===== src/rtl/cpu_pipe_pkg.sv =====
// Shared definitions for the CPU inter-stage pipeline registers.
package cpu_pipe_pkg;

  typedef enum logic [1:0] {
    EMPTY = 2'd0,
    ONE   = 2'd1,
    TWO   = 2'd2
  } stage_state_e;

  localparam logic [31:0] CPU_PC_RESET = 32'h0000_3000;
  localparam logic [31:0] CPU_NOP      = 32'h0000_0000;

endpackage


===== src/rtl/pipe_payload_reg.sv =====
// Payload register with load enable and synchronous clear to a constant.
module pipe_payload_reg #(
  parameter int             W       = 96,
  parameter logic [W-1:0]   CLR_VAL = '0
) (
  input  logic         clk_i,
  input  logic         rst_i,
  input  logic         load_i,
  input  logic         clear_i,
  input  logic [W-1:0] d_i,
  output logic [W-1:0] q_o
);

  logic [W-1:0] payload_q;

  // NOTE: payload is reset as well as the state, because the outputs must
  // show the clear constant (NOP / reset PC / zero data) while empty.
  always_ff @(posedge clk_i or posedge rst_i) begin
    if (rst_i) begin
      payload_q <= CLR_VAL;
    end else if (clear_i) begin
      payload_q <= CLR_VAL;
    end else if (load_i) begin
      payload_q <= d_i;
    end
  end

  assign q_o = payload_q;

endmodule


===== src/rtl/pipe_stage_skid.sv =====
// Valid/ready pipeline stage register with a 2-entry skid buffer, so in_ready
// comes from the state register only; supports synchronous flush.
module pipe_stage_skid
  import cpu_pipe_pkg::*;
#(
  parameter int          DATA_W    = 32,
  parameter int          LANES     = 2,
  parameter logic [31:0] PC_RESET  = CPU_PC_RESET,
  parameter logic [31:0] NOP_INSTR = CPU_NOP
) (
  input  logic                    CLK,
  input  logic                    Reset,
  input  logic                    flush,
  input  logic                    in_valid,
  output logic                    in_ready,
  input  logic [31:0]             in_instr,
  input  logic [31:0]             in_pc,
  input  logic [LANES*DATA_W-1:0] in_data,
  output logic                    out_valid,
  input  logic                    out_ready,
  output logic [31:0]             out_instr,
  output logic [31:0]             out_pc,
  output logic [LANES*DATA_W-1:0] out_data,
  output logic [1:0]              occupancy
);

  localparam int DW = LANES * DATA_W;
  localparam int PW = 64 + DW;
  localparam logic [PW-1:0] CLR_PAYLOAD = {NOP_INSTR, PC_RESET, {DW{1'b0}}};

  stage_state_e  state_q, state_d;
  logic          in_fire, out_fire;
  logic          main_load, skid_load;
  logic [PW-1:0] in_payload, main_d, main_q, skid_q;

  assign in_ready  = (state_q != TWO);
  assign out_valid = (state_q != EMPTY);
  assign occupancy = {state_q == TWO, state_q == ONE};

  assign in_fire  = in_valid & in_ready;
  assign out_fire = out_valid & out_ready;

  assign in_payload = {in_instr, in_pc, in_data};
  // In TWO the main register can only refill from the skid entry.
  assign main_d     = (state_q == TWO) ? skid_q : in_payload;

  // NOTE: every signal gets a default before the case so no latch is inferred.
  always_comb begin
    state_d   = state_q;
    main_load = 1'b0;
    skid_load = 1'b0;
    case (state_q)
      EMPTY: begin
        if (in_fire) begin
          main_load = 1'b1;
          state_d   = ONE;
        end
      end
      ONE: begin
        if (in_fire && out_fire) begin
          main_load = 1'b1;
        end else if (in_fire) begin
          skid_load = 1'b1;
          state_d   = TWO;
        end else if (out_fire) begin
          state_d = EMPTY;
        end
      end
      TWO: begin
        if (out_fire) begin
          main_load = 1'b1;
          state_d   = ONE;
        end
      end
      default: state_d = EMPTY;
    endcase
    if (flush) begin
      state_d = EMPTY;
    end
  end

  // NOTE: sequential state uses non-blocking assignments only.
  always_ff @(posedge CLK or posedge Reset) begin
    if (Reset) begin
      state_q <= EMPTY;
    end else begin
      state_q <= state_d;
    end
  end

  pipe_payload_reg #(
    .W       (PW),
    .CLR_VAL (CLR_PAYLOAD)
  ) u_main (
    .clk_i   (CLK),
    .rst_i   (Reset),
    .load_i  (main_load),
    .clear_i (flush),
    .d_i     (main_d),
    .q_o     (main_q)
  );

  pipe_payload_reg #(
    .W       (PW),
    .CLR_VAL (CLR_PAYLOAD)
  ) u_skid (
    .clk_i   (CLK),
    .rst_i   (Reset),
    .load_i  (skid_load),
    .clear_i (flush),
    .d_i     (in_payload),
    .q_o     (skid_q)
  );

  assign out_instr = out_valid ? main_q[PW-1 -: 32] : NOP_INSTR;
  assign out_pc    = main_q[DW +: 32];
  assign out_data  = main_q[DW-1:0];

endmodule


===== config.mk =====
export PLATFORM = sky130hd
export DESIGN_NAME = pipe_stage_skid
export DESIGN_NICKNAME = d
export VERILOG_FILES = /design/src/rtl/cpu_pipe_pkg.sv /design/src/rtl/pipe_payload_reg.sv /design/src/rtl/pipe_stage_skid.sv
export SDC_FILE = /design/constraint.sdc
export NUM_CORES = 1
export LEC_CHECK = 0
export ABC_AREA = 0
export BUFFER_PORTS_ARGS = -buffer_cell sky130_fd_sc_hd__clkbuf_2
export CELL_PAD_IN_SITES_DETAIL_PLACEMENT = 1
export CELL_PAD_IN_SITES_GLOBAL_PLACEMENT = 2
export CORE_MARGIN = 2
export CORE_UTILIZATION = 30
export CTS_BUF_LIST = sky130_fd_sc_hd__clkbuf_8
export DETAILED_ROUTE_END_ITERATION = 12
export GPL_TIMING_DRIVEN = 0
export HOLD_SLACK_MARGIN = 0.08
export PLACE_DENSITY = 0.64
export SETUP_SLACK_MARGIN = 0.5
export SLEW_MARGIN = 20
export SYNTH_ARGS = -nofsm -noshare
export SYNTH_HDL_FRONTEND = slang
export SYNTH_HIERARCHICAL = 1
export SYNTH_SLANG_ARGS = --single-unit

===== constraint.sdc =====
create_clock -name CLK -period 4.42 [get_ports CLK]
set_input_delay 0.221 -clock CLK [delete_from_list [all_inputs] [get_ports CLK]]
set_output_delay 0.221 -clock CLK [all_outputs]
set_load 0.03 [all_outputs]

Word level (Yosys, flattened, before mapping)
Index checks and enable logic that the tools add are counted. W data, S select, Z words.

Flip-flop bits (word level): 258. Latch bits: 0. Memory bits (writable): 0. Memory bits (read-only): 0. Memories kept: 0.

Add/subtract/negate cells: 0. $mul: 0. Divide/modulo/power cells: 0. Magnitude comparators: 0. Equality and inequality tests: 7. Shifts and indexed selects: 0. Mux-type cells: 19. Bitwise operators: 2. Reduce and logical (&&, ||, !) cells: 6.

Operators with widths (number): $mux W128 (5); $mux W32 (1); $mux W2 (6); $ne A3 B3 Y1 const B (2); $pmux W2 S3 (1); $reduce_bool A2 Y1 (3); $mux W1 (5); $ne A4 B2 Y1 const B (1); $reduce_and A4 Y1 (1); $ne A3 B2 Y1 const B (1); $pmux W1 S3 (1); $and A1 B1 Y1 (2); $eq A2 B1 Y1 const B (1); $eq A2 B2 Y1 const B (1); $logic_not A2 Y1 (1); $ne A2 B2 Y1 const B (1); $logic_and A1 B1 Y1 (1).

Longest topological paths before layout
Gate-level depths: netlist of the first run.

Depth after elaboration: 7. Depth in mapped cells: 8. Mapped depth without buffers: 5.

Modules after synthesis
The synthesis of the first run kept the hierarchy.

Modules (own cells, without submodules): pipe_payload_reg (times used 2, cells an instance 414, area each 5317.6 um^2); pipe_stage_skid (times used 1, cells an instance 198, area each 2366.0 um^2).

Least setup slack after synthesis of the first run
No wires, ideal clock.

Path kind: reg-to-reg. From: reg state_q[1]. To: reg u_main.payload_q[76] (netlist: u_main/q_o[76]). Library setup time: 0.082 ns. Data arrival time: 1.500 ns. Data required time: 4.338 ns. Slack: 2.839 ns. Cell stages (with the launch flop): 7. Buffers on the path: 3. Cells stage by stage: dfrtp_1 > nor2b_2 > buf_6 > buf_12 > buf_12 > mux2_4 > a211o_1.

RTL lines: start: declaration (RTL line pipe_stage_skid.sv:31) `stage_state_e state_q, state_d;`; start signal: assignment (RTL line pipe_stage_skid.sv:87) `state_q <= state_d;`; $eq A2 B2 Y1 (RTL line pipe_stage_skid.sv:45) `assign main_d = (state_q == TWO) ? skid_q : in_payload;`; $mux W128 (RTL line pipe_stage_skid.sv:45); named net main_d[76] (RTL line pipe_stage_skid.sv:34) `logic [PW-1:0] in_payload, main_d, main_q, skid_q;`; $mux W128 (RTL line pipe_payload_reg.sv:23) `end else if (load_i) begin`; $mux W128 (RTL line pipe_payload_reg.sv:21) `end else if (clear_i) begin`; end signal: assignment (RTL line pipe_payload_reg.sv:24) `payload_q <= d_i;`; end: declaration (RTL line pipe_payload_reg.sv:14) `logic [W-1:0] payload_q;`.

The timed path passes the listed nets, and every way through them passes these cells. The select of a mux whose other input is x is not followed. A chain may end at the register's enable or synchronous reset.

Worst setup path after layout of the first run
From: reg state_q[0]. To: out out_instr[18].

Longest elaborated chain between the ends: 2.

Ends and longest elaborated chain: $reduce_bool A2 Y1 (RTL line pipe_stage_skid.sv:37) `assign out_valid = (state_q != EMPTY);`; $mux W32 (RTL line pipe_stage_skid.sv:115) `assign out_instr = out_valid ? main_q[PW-1 -: 32] : NOP_INSTR;`; end: declaration (RTL line pipe_stage_skid.sv:21) `output logic [31:0] out_instr,`.

Every way passes these cells.

==> results of run 1 <==
## kinds of logic (layout without fill, tap and decap cells)
| family | Yosys count | in the layout | share of synthesized area [%] |
|---|---|---|---|
| AOI/OAI and AO/OA | 7 | 7 | 0.414 |
| buffers and inverters | 81 | 564 | 7.27 |
| muxes | 380 | 380 | 33.0 |
| and+or+nand+nor | 300 | 300 | 9.62 |
| other | 0 | 2 | 0 |
| DFF | 258 | 258 | 49.7 |
## layout make-up
type	instances	area, µm²
fillers	4663	25500
plain buffers	76	926
multi-input cells	687	5600
clock inverters	22	90.1
well taps	585	732
repair buffers	399	2710
inverters	5	33.8
flip-flops and latches	258	6460
clock buffers	62	853
diodes	2	5.00
## state kept, by name (all words and copies together) (netlist names)
| name | count |
|---|---|
| u_main/q_o | 128 |
| u_skid/q_o | 128 |
| state_q | 2 |
## critical path: stages (launching register included)
cell and delay (ps):
dfrtp_1 450, nor2_1 670, clkbuf_1 510, nor2b_1 140, clkbuf_2 210
## power by group through the flow
stage	sequential (mW)	clock, mW	combinational (mW)
global placement	2.60	0	1.03
finish	2.56	2.29	1.13
CTS	2.56	2.42	1.15
floorplan	2.72	0	0.592
global route	2.57	2.52	1.22
detailed placement	2.60	0	1.05
## repair_timing
| action | 4_1_cts | 5_1_grt |
|---|---|---|
| hold buffers | 133 | 0 |
| endpoints found under the hold margin | 369 | 0 |
| buffers inserted | 0 | 0 |
## through the flow
stage | cell area [µm²] | power [mW] | instances | worst slack [ps]
after floorplan | 13000 | 3.31 | 1026 | 790
after global placement | 15100 | 3.63 | 1875 | -1980
after detailed placement | 15100 | 3.65 | 1877 | 2130
after CTS | 17400 | 6.13 | 2094 | 1430
after global routing | 17400 | 6.32 | 2095 | 1370
final | 17400 | 5.98 | 2096 | 1630
## cell usage in the layout, fill, tap and decap left out, drive strengths merged
| master | count |
|---|---|
| nor2b | 34 |
| clkbuf | 341 |
| clkinvlp | 1 |
| nor3 | 1 |
| and2b | 5 |
| dfrtp | 254 |
| mux2 | 128 |
| mux2i | 252 |
| a31oi | 1 |
| clkinv | 3 |
| a21oi | 1 |
| buf | 63 |
| dlygate4sd3 | 133 |
| nor2 | 254 |
| a211o | 4 |
| dfstp | 4 |
| or3 | 1 |
| inv | 23 |
| nand2 | 3 |
| nand2b | 2 |
| a21o | 1 |
| diode | 2 |
## path summary, 6_finish.rpt
kind	startpoint	end	slack (ps)	cells past startpoint
min	Reset	state_q[0]	200	3
min in group CLK	in_valid	u_skid/q_o[76]	320	6
max	state_q[0]	out_instr[18]	1630	4
min reg2reg	u_main/q_o[127]	u_main/q_o[127]	510	2
max reg2reg	state_q[1]	state_q[1]	2460	7
max in group asynchronous	Reset	u_main/q_o[18]	3280	4
## layer usage
layer / vias up / routed length, µm / track usage [%]
met3: 67 / 1970 / 4.09
met2: 201 / 18500 / 29.3
met1: 4543 / 16300 / 20.8
met4: 4 / 836 / 5.68
met5: - / 24 / 0
li1: 4369 / - / -
==> metrics, run 1 <==
outcome finished, final reports clean; worst slew pin tran 1020 ps; worst-path fanout max 10; # DRC 0; yosys warns 6; Power Density 343 nW/µm²; Comb pwr share 18.8%; fmax 358 MHz; Max Cap Violations 0; Sw Pwr 1.73 mW; I/O pin count 265; insertion delay to the later sink of the worst-skew pair 610 ps; Port Buf Inserts 264; max-slew violations 0; Final ANT Viol Nets 0; drt first pass iters 4; Worst Path Required 4200 ps; chip height 212 µm; Area Growth Syn to Fin 33.9%; synth cell count leaders 254 x dfrtp_1, 254 x nor2_1, 252 x mux2i_1, 87 x mux2_4, 41 x mux2_2; FP Rows 76; classification of the worst setup path flop to output port; die width 212 µm; net count after synthesis 1159; Clk network pwr share 38.4%; routability cong. 0.717; setup TNS 0 ps; drt initial violations 256; cell taking the most area after synthesis dfrtp_1; CTS Buf Count 50; crit path time final 2790 ps; vias in the first global route 10300; vias after detailed routing 9184; Pint 4.24 mW; number of synthesized flops with an enable pin 0; Synth Flop Type dfrtp_1; via/cell ratio 4.38; Die ar. 45000 µm²; final setup violating endpoints 0; WP data arrival 2570 ps; Clock transition at path regs 60 ps; final wirelength 37600 µm; synthesis-stage register bit count 258; gr usage total 17.0%; mapped cell area 13000 µm²; Async SR Flop Fraction 100%; largest cells by area after synthesis dfrtp_1 49%, mux2i_1 19%, mux2_4 10%; layout cells sized above 1 35.3%; initial antenna violation count 4; Hold Path Class input port to async pin; Worst Setup End Kind output port; CTS resizes 0; hold slack final 197 ps; Tcrit/Tclk final 63.2%; WL/cell 17.9 µm; largest net degree at the start of global routing 83; CTS HTree Levels 2; sequential fraction of the synthesis area 49.7%; clk sink count 258; syn_area_per_cell 12.7 µm²; remaining global-route overflow 0; Total Nets Final 1610; post-synth cell types 25; Sequential Power Share 42.8%; Mapped Cells 1026; CP Launch Type flop; DPL Wire Length 24900 µm; worst rel slew slack 32.2%; share of the synthesized area in the top cell type 48.9%; first-pass GRT wire length 58500 µm; Worst VDD drop 0.168 mV; Worst Clk Skew 18.5 ps; Lkg Pwr 8.55 nW; fin util 40.6%; RSZ-0062 raised after global routing false; clock root buffer master clkbuf_8; deepest clock path buffer count 3; Fin. Hold Viols 0; Initial Util 30.3%; CORE AREA 42900 µm²; Sw Share 29.0%; TritonCTS clock tree yes
No activity file was read; power rests on OpenSTA's default activity.
==> inputs of run 2 (changes only) <==
--- a/config.mk
+++ b/config.mk
@@ -15,7 +15,7 @@
 export DETAILED_ROUTE_END_ITERATION = 12
 export GPL_TIMING_DRIVEN = 0
 export HOLD_SLACK_MARGIN = 0.08
-export PLACE_DENSITY = 0.64
+export PLACE_DENSITY = 0.67
 export SETUP_SLACK_MARGIN = 0.5
 export SLEW_MARGIN = 20
 export SYNTH_ARGS = -nofsm -noshare
==> constraint.sdc (replaced) <==
create_clock -name CLK -period 2.5 [get_ports CLK]
set_input_delay 0.125 -clock CLK [delete_from_list [all_inputs] [get_ports CLK]]
set_output_delay 0.125 -clock CLK [all_outputs]
set_load 0.03 [all_outputs]
==> run 2 against run 1 <==
Worst setup slack worse by 1000 ps. Clock skew down 1.6 ps. Sequential share of layout area down 0.94 points. Cell area up 2.6%. Power up 81%. Die area unchanged. Clock-buffer cell count up 2. Critical endpoint is now in_ready. Largest power group unchanged. Highest routed layer unchanged.
==> metrics, run 2 (same netlist as run 1, synthesis figures left out) <==
outcome finished, final reports clean; insertion delay to the later sink of the worst-skew pair 620 ps; Power Density 606 nW/µm²; clock root buffer master clkbuf_8; most frequent cells in the layout 259 x clkbuf_2, 253 x nor2_1, 252 x dfrtp_1; Worst Setup End Kind output port; deepest clock path buffer count 3; vias in the first global route 10400; vias after detailed routing 9312; drt first pass iters 4; fmax 523 MHz; CP Launch Type flop; Fin. Hold Viols 0; Lkg Pwr 8.77 nW; clk sink count 258; TritonCTS clock tree yes; Clock transition at path regs 60 ps; CTS HTree Levels 2; design area 17900 µm²; largest net degree at the start of global routing 30; fin util 41.7%; DPL Wire Length 25600 µm; initial antenna violation count 3; WL/cell 18.0 µm; first-pass GRT wire length 58800 µm; FF/Latch Area 6460 µm²; final wirelength 38300 µm; reg-to-reg startpoint state_q[1]; worst rel slew slack 39.2%; worst slew pin tran 913 ps; CTS Buf Count 50; CP startpoint state_q[1]; Port Buf Inserts 264; Max Cap Violations 0; Total Nets Final 1630; drt initial violations 268; Worst Path Required 2380 ps; remaining global-route overflow 0; Initial Util 30.3%; die width 212 µm; I/O pin count 265; # DRC 0; Final ANT Viol Nets 0; Die ar. 45000 µm²; routability cong. 0.708; max-slew violations 0; Placed Area 15300 µm²; commonest non-fill, non-tap cell in the layout clkbuf_2; final setup violating endpoints 0; worst-path fanout max 10; gr usage total 17.0%; FP Rows 76; CORE AREA 42900 µm²; classification of the worst setup path flop to output port; hold slack final 182 ps; Tcrit/Tclk final 76.5%; via/cell ratio 4.39; # fillers 4670; Reg2Reg Depth 9; area of the multi-input gates 5620 µm²; Area Growth Syn to Fin 37.4%; crit path time final 1910 ps; Hold Path Class input port to async pin; layout cells sized above 1 36.7%; WP data arrival 1790 ps; RSZ-0062 raised after global routing true; chip height 212 µm; Worst Clk Skew 16.9 ps; Worst VDD drop 0.342 mV
-- run 2: cell types whose count changed in the layout (fill, tap and decap cells not counted), sizes merged --
cell	change
inv	+4
clkbuf	+1
buf	+20
dlygate4sd3	+1
clkinvlp	+1
-- run 2: final timing paths --
kind                                    to  slack (ps)
max reg2reg                 u_main/q_o[95]         590
min in group CLK            u_skid/q_o[77]         210
min                        u_main/q_o[122]         180
max                               in_ready         590
max in group asynchronous   u_main/q_o[76]        1340
min reg2reg                 u_skid/q_o[18]         510
-- run 2: through the flow --
| stage | setup slack, ps | TNS (ps) | instances | power (mW) |
|---|---|---|---|---|
| 6_report | 588 | 0 | 2123 | 10.8 |
| 4_1_cts | 502 | 0 | 2116 | 11.0 |
| 2_1_floorplan | 795 | 0 | 1026 | 5.85 |
| 3_5_place_dp | 439 | 0 | 1885 | 6.48 |
| 3_3_place_gp | -660 | -152040 | 1875 | 6.40 |
| 5_1_grt | 462 | 0 | 2122 | 11.4 |
-- run 2: area by class of cell --
cell class | count | share of cell area, %
Timing Repair Buffer | 419 | 17.1
Antenna cell | 2 | 0.0280
Clock inverter | 27 | 0.644
Buffer | 76 | 5.43
Clock buffer | 64 | 4.93
Sequential cell | 258 | 36.2
Multi-Input combinational cell | 687 | 31.5
Inverter | 5 | 0.147
Tap cell | 585 | 4.10
-- run 2: worst max-delay path, cell delays in order, from the launching register on --
cell     delay [ps]
dfrtp_2         440
nor2b_4         140
buf_6           120
buf_12          120
buf_12          140
inv_1            80
buf_8           130
-- run 2: what timing repair did --
action	CTS	global route
pin swaps	1	2
gates cloned	0	4
buffers inserted	6	1
resized for setup	19	9
endpoints found under the hold margin	372	0
setup endpoints to repair	35	40
hold buffers	134	0
-- run 2: report_power, final --
part           internal (mW)  leakage, nW  switching [mW]
clock network           2.29        0.598            1.91
registers               4.40         3.48           0.124
logic                  0.984         4.69            1.12
-- run 2: layer usage --
layer	GRT usage (%)	vias up	part of all wire (%)
met4	4.44	2	1.7
met2	28.9	206	49
met5	0	-	0.029
li1	-	4409	-
met1	21.4	4645	44
met3	4.43	50	5.4
==> inputs of run 3 (changes only) <==
--- a/config.mk
+++ b/config.mk
@@ -5,7 +5,7 @@
 export SDC_FILE = /design/constraint.sdc
 export NUM_CORES = 1
 export LEC_CHECK = 0
-export ABC_AREA = 0
+export ABC_AREA = 1
 export BUFFER_PORTS_ARGS = -buffer_cell sky130_fd_sc_hd__clkbuf_2
 export CELL_PAD_IN_SITES_DETAIL_PLACEMENT = 1
 export CELL_PAD_IN_SITES_GLOBAL_PLACEMENT = 2
@@ -15,7 +15,7 @@
 export DETAILED_ROUTE_END_ITERATION = 12
 export GPL_TIMING_DRIVEN = 0
 export HOLD_SLACK_MARGIN = 0.08
-export PLACE_DENSITY = 0.67
+export PLACE_DENSITY = 0.75
 export SETUP_SLACK_MARGIN = 0.5
 export SLEW_MARGIN = 20
 export SYNTH_ARGS = -nofsm -noshare
==> constraint.sdc (replaced) <==
create_clock -name CLK -period 1.9 [get_ports CLK]
set_input_delay 0.095 -clock CLK [delete_from_list [all_inputs] [get_ports CLK]]
set_output_delay 0.095 -clock CLK [all_outputs]
set_load 0.03 [all_outputs]
==> run 3 against run 2 <==
The run now ends with negative setup slack left. Cell area increased by 7.5%. Synthesized area decreased by 5.2%. Power increased by 50%. Register-to-register slack got worse by 590 ps. Sequential power increased by 37%. Clock power increased by 38%. Clock skew increased by 1.9 ps. Sequential share of layout area decreased by 2.5 points. Synthesized cell count increased by 59%. Hold slack improved by 12 ps. Largest cell class unchanged.
==> metrics, run 3 <==
outcome complete, but fails checks; failing checks negative setup slack; first-pass GRT wire length 73800 µm; sequential fraction of the synthesis area 52.4%; worst rel slew slack 57.9%; most frequent cells in the layout 780 x nand2_1, 253 x dfrtp_1, 246 x nand3_1; Worst Clk Skew 18.8 ps; gr usage total 22.5%; Compound-Gate Fraction of Synth Area 0.315%; routability cong. 0.760; Crit path max-delay family buffers and inverters; Simple-Gate Fraction of Synth Area 39.3%; fmax 525 MHz; Critical Path End u_main/q_o[18]; syn_area_per_cell 7.57 µm²; cell taking the most area after synthesis dfrtp_1; Final WS setup -4.88 ps; CP Depth 14; CTS HTree Levels 2; Final ANT Viol Nets 0; TritonCTS clock tree yes; vias in the first global route 13200; WP data arrival 2450 ps; classification of the worst setup path flop to flop; die width 207 µm; Tcrit/Tclk final 100%; Power Density 846 nW/µm²; Initial Util 30.3%; FP Rows 74; post-synth cell types 16; worst stage delay on the critical path 370 ps; Finished Layout Cells 2708; Synth Flop Type dfrtp_1; clock root buffer master clkbuf_8; largest cells by area after synthesis dfrtp_1 52%, nand2_1 28%, nand3_1 10%; cell with the most instances after synthesis nand2_1; commonest non-fill, non-tap cell in the layout nand2_1; CORE AREA 40600 µm²; Die ar. 42700 µm²; net count after synthesis 1761; CTS Buf Count 50; Reg2Reg Depth 14; deepest clock path buffer count 3; share of the synthesized area in the top cell type 51.6%; DP Cell Count 2433; DPL Wire Length 31100 µm; clk sink count 258; reg-to-reg startpoint state_q[1]; crit path time final 1900 ps; area of the multi-input gates 5520 µm²; Worst Setup End Kind flop; Clock transition at path regs 60 ps; max-slew violations 0; initial antenna violation count 4; # DRC 0; FF/Latch Area 6460 µm²; Lkg Pwr 10.7 nW; WL/cell 17.5 µm; remaining global-route overflow 0; CP startpoint state_q[1]; final wirelength 47300 µm; Mapped Cells 1628; hold slack final 194 ps; Hold Path Class input port to async pin; vias after detailed routing 12400; Async SR Flop Fraction 100%; buffer and inverter count on the worst path 9; worst-path fanout max 8; mux contribution to synthesized area 0%; fin util 47.2%; CP Launch Type flop; final setup violating endpoints 1; Reg2Reg Setup Slack -5 ps; synth cell count leaders 904 x nand2_1, 257 x nand3_1, 254 x dfrtp_1, 43 x inv_1, 40 x buf_2; mapped cell area 12300 µm²; Adder-Cell Fraction of Synth Area 0%; synthesis-stage register bit count 258; Fin. Hold Viols 0; chip height 207 µm; Worst Path Required 2440 ps; drt initial violations 418; # fillers 4918; largest family of logic cells by synthesized area simple AND/OR/NAND/NOR gates; layout cells sized above 1 30.9%; RSZ-0062 raised after global routing true; Total Nets Final 2272; RR Endpoint u_main/q_o[18]; via/cell ratio 4.57; I/O pin count 265; yosys warns 6; worst slew pin tran 630 ps; Synth Area in XOR/XNOR 0%; drt first pass iters 5; largest net degree at the start of global routing 33; setup TNS -4.88 ps; Port Buf Inserts 264; Max Cap Violations 0; Worst VDD drop 0.485 mV; slowest CP cell dfrtp_1; insertion delay to the later sink of the worst-skew pair 620 ps; Area Growth Syn to Fin 55.8%; number of synthesized flops with an enable pin 0; cells along the critical path buf_6, buf_6, nand2_8, inv_8, buf_8, o22ai_4, inv_2, nor2_4, buf_12, buf_16, buf_12, buf_16, nand2_2, nand2_2
run 3: logic make-up (layout without fill, tap and decap cells):
kind of cell    after synthesis  count (layout)
simple gates               1202            1202
flops                       258             258
buf+inv                     161             706
compound gates                7               7
other cells                   0               3
run 3: per-stage QoR:
step,area (µm²),power (mW),setup slack (ps)
2_1_floorplan,12500,8.10,225
3_3_place_gp,14500,9.13,-1100
3_5_place_dp,14600,9.22,-58.1
4_1_cts,18700,16.3,-11.0
5_1_grt,19200,17.1,-63.1
6_report,19200,16.2,-4.88
run 3: final cells by class:
class	instances	area share (%)
repair buffers	459	21.5
inverters	47	1.02
plain buffers	114	6.23
clock inverters	21	0.711
diodes	3	0.0391
multi-input cells	1209	28.7
flip-flops and latches	258	33.7
clock buffers	65	4.66
well taps	532	3.47
run 3: how the worst min path moves through the flow:
stage                       to  slack [ps]  depth (start not counted)
2_1_floorplan       state_q[0]        -160                          1
5_1_grt         u_skid/q_o[33]         210                          3
6_report       u_skid/q_o[127]         190                          3
4_1_cts         u_main/q_o[59]          80                          6
3_3_place_gp        state_q[1]           7                          2
3_5_place_dp        state_q[1]           9                          2
run 3: layer usage:
metal | vias to the layer above | global-route usage (%) | routed length (µm)
met4 | 4 | 7.93 | 1280
met2 | 244 | 38.1 | 23300
li1 | 6095 | - | -
met5 | - | 0 | 22
met3 | 85 | 4.54 | 2300
met1 | 5958 | 28.5 | 20500
run 3: timing repair:
action                                  CTS  global route
gates resized for setup                 244           141
hold endpoints to repair                387             0
buffers inserted                         26             9
hold buffers                            133             0
pin swaps                                 6            10
gates cloned                             17             1
endpoints found under the setup margin  286           295
run 3: worst min-delay path, delay by kind of cell:
family	cells	cell delay [ps]
buffers and inverters	3	1140
run 3: where the power goes:
group | internal [mW] | switching [mW]
logic | 1.81 | 2.40
clock network | 3.30 | 2.52
registers | 5.92 | 0.284
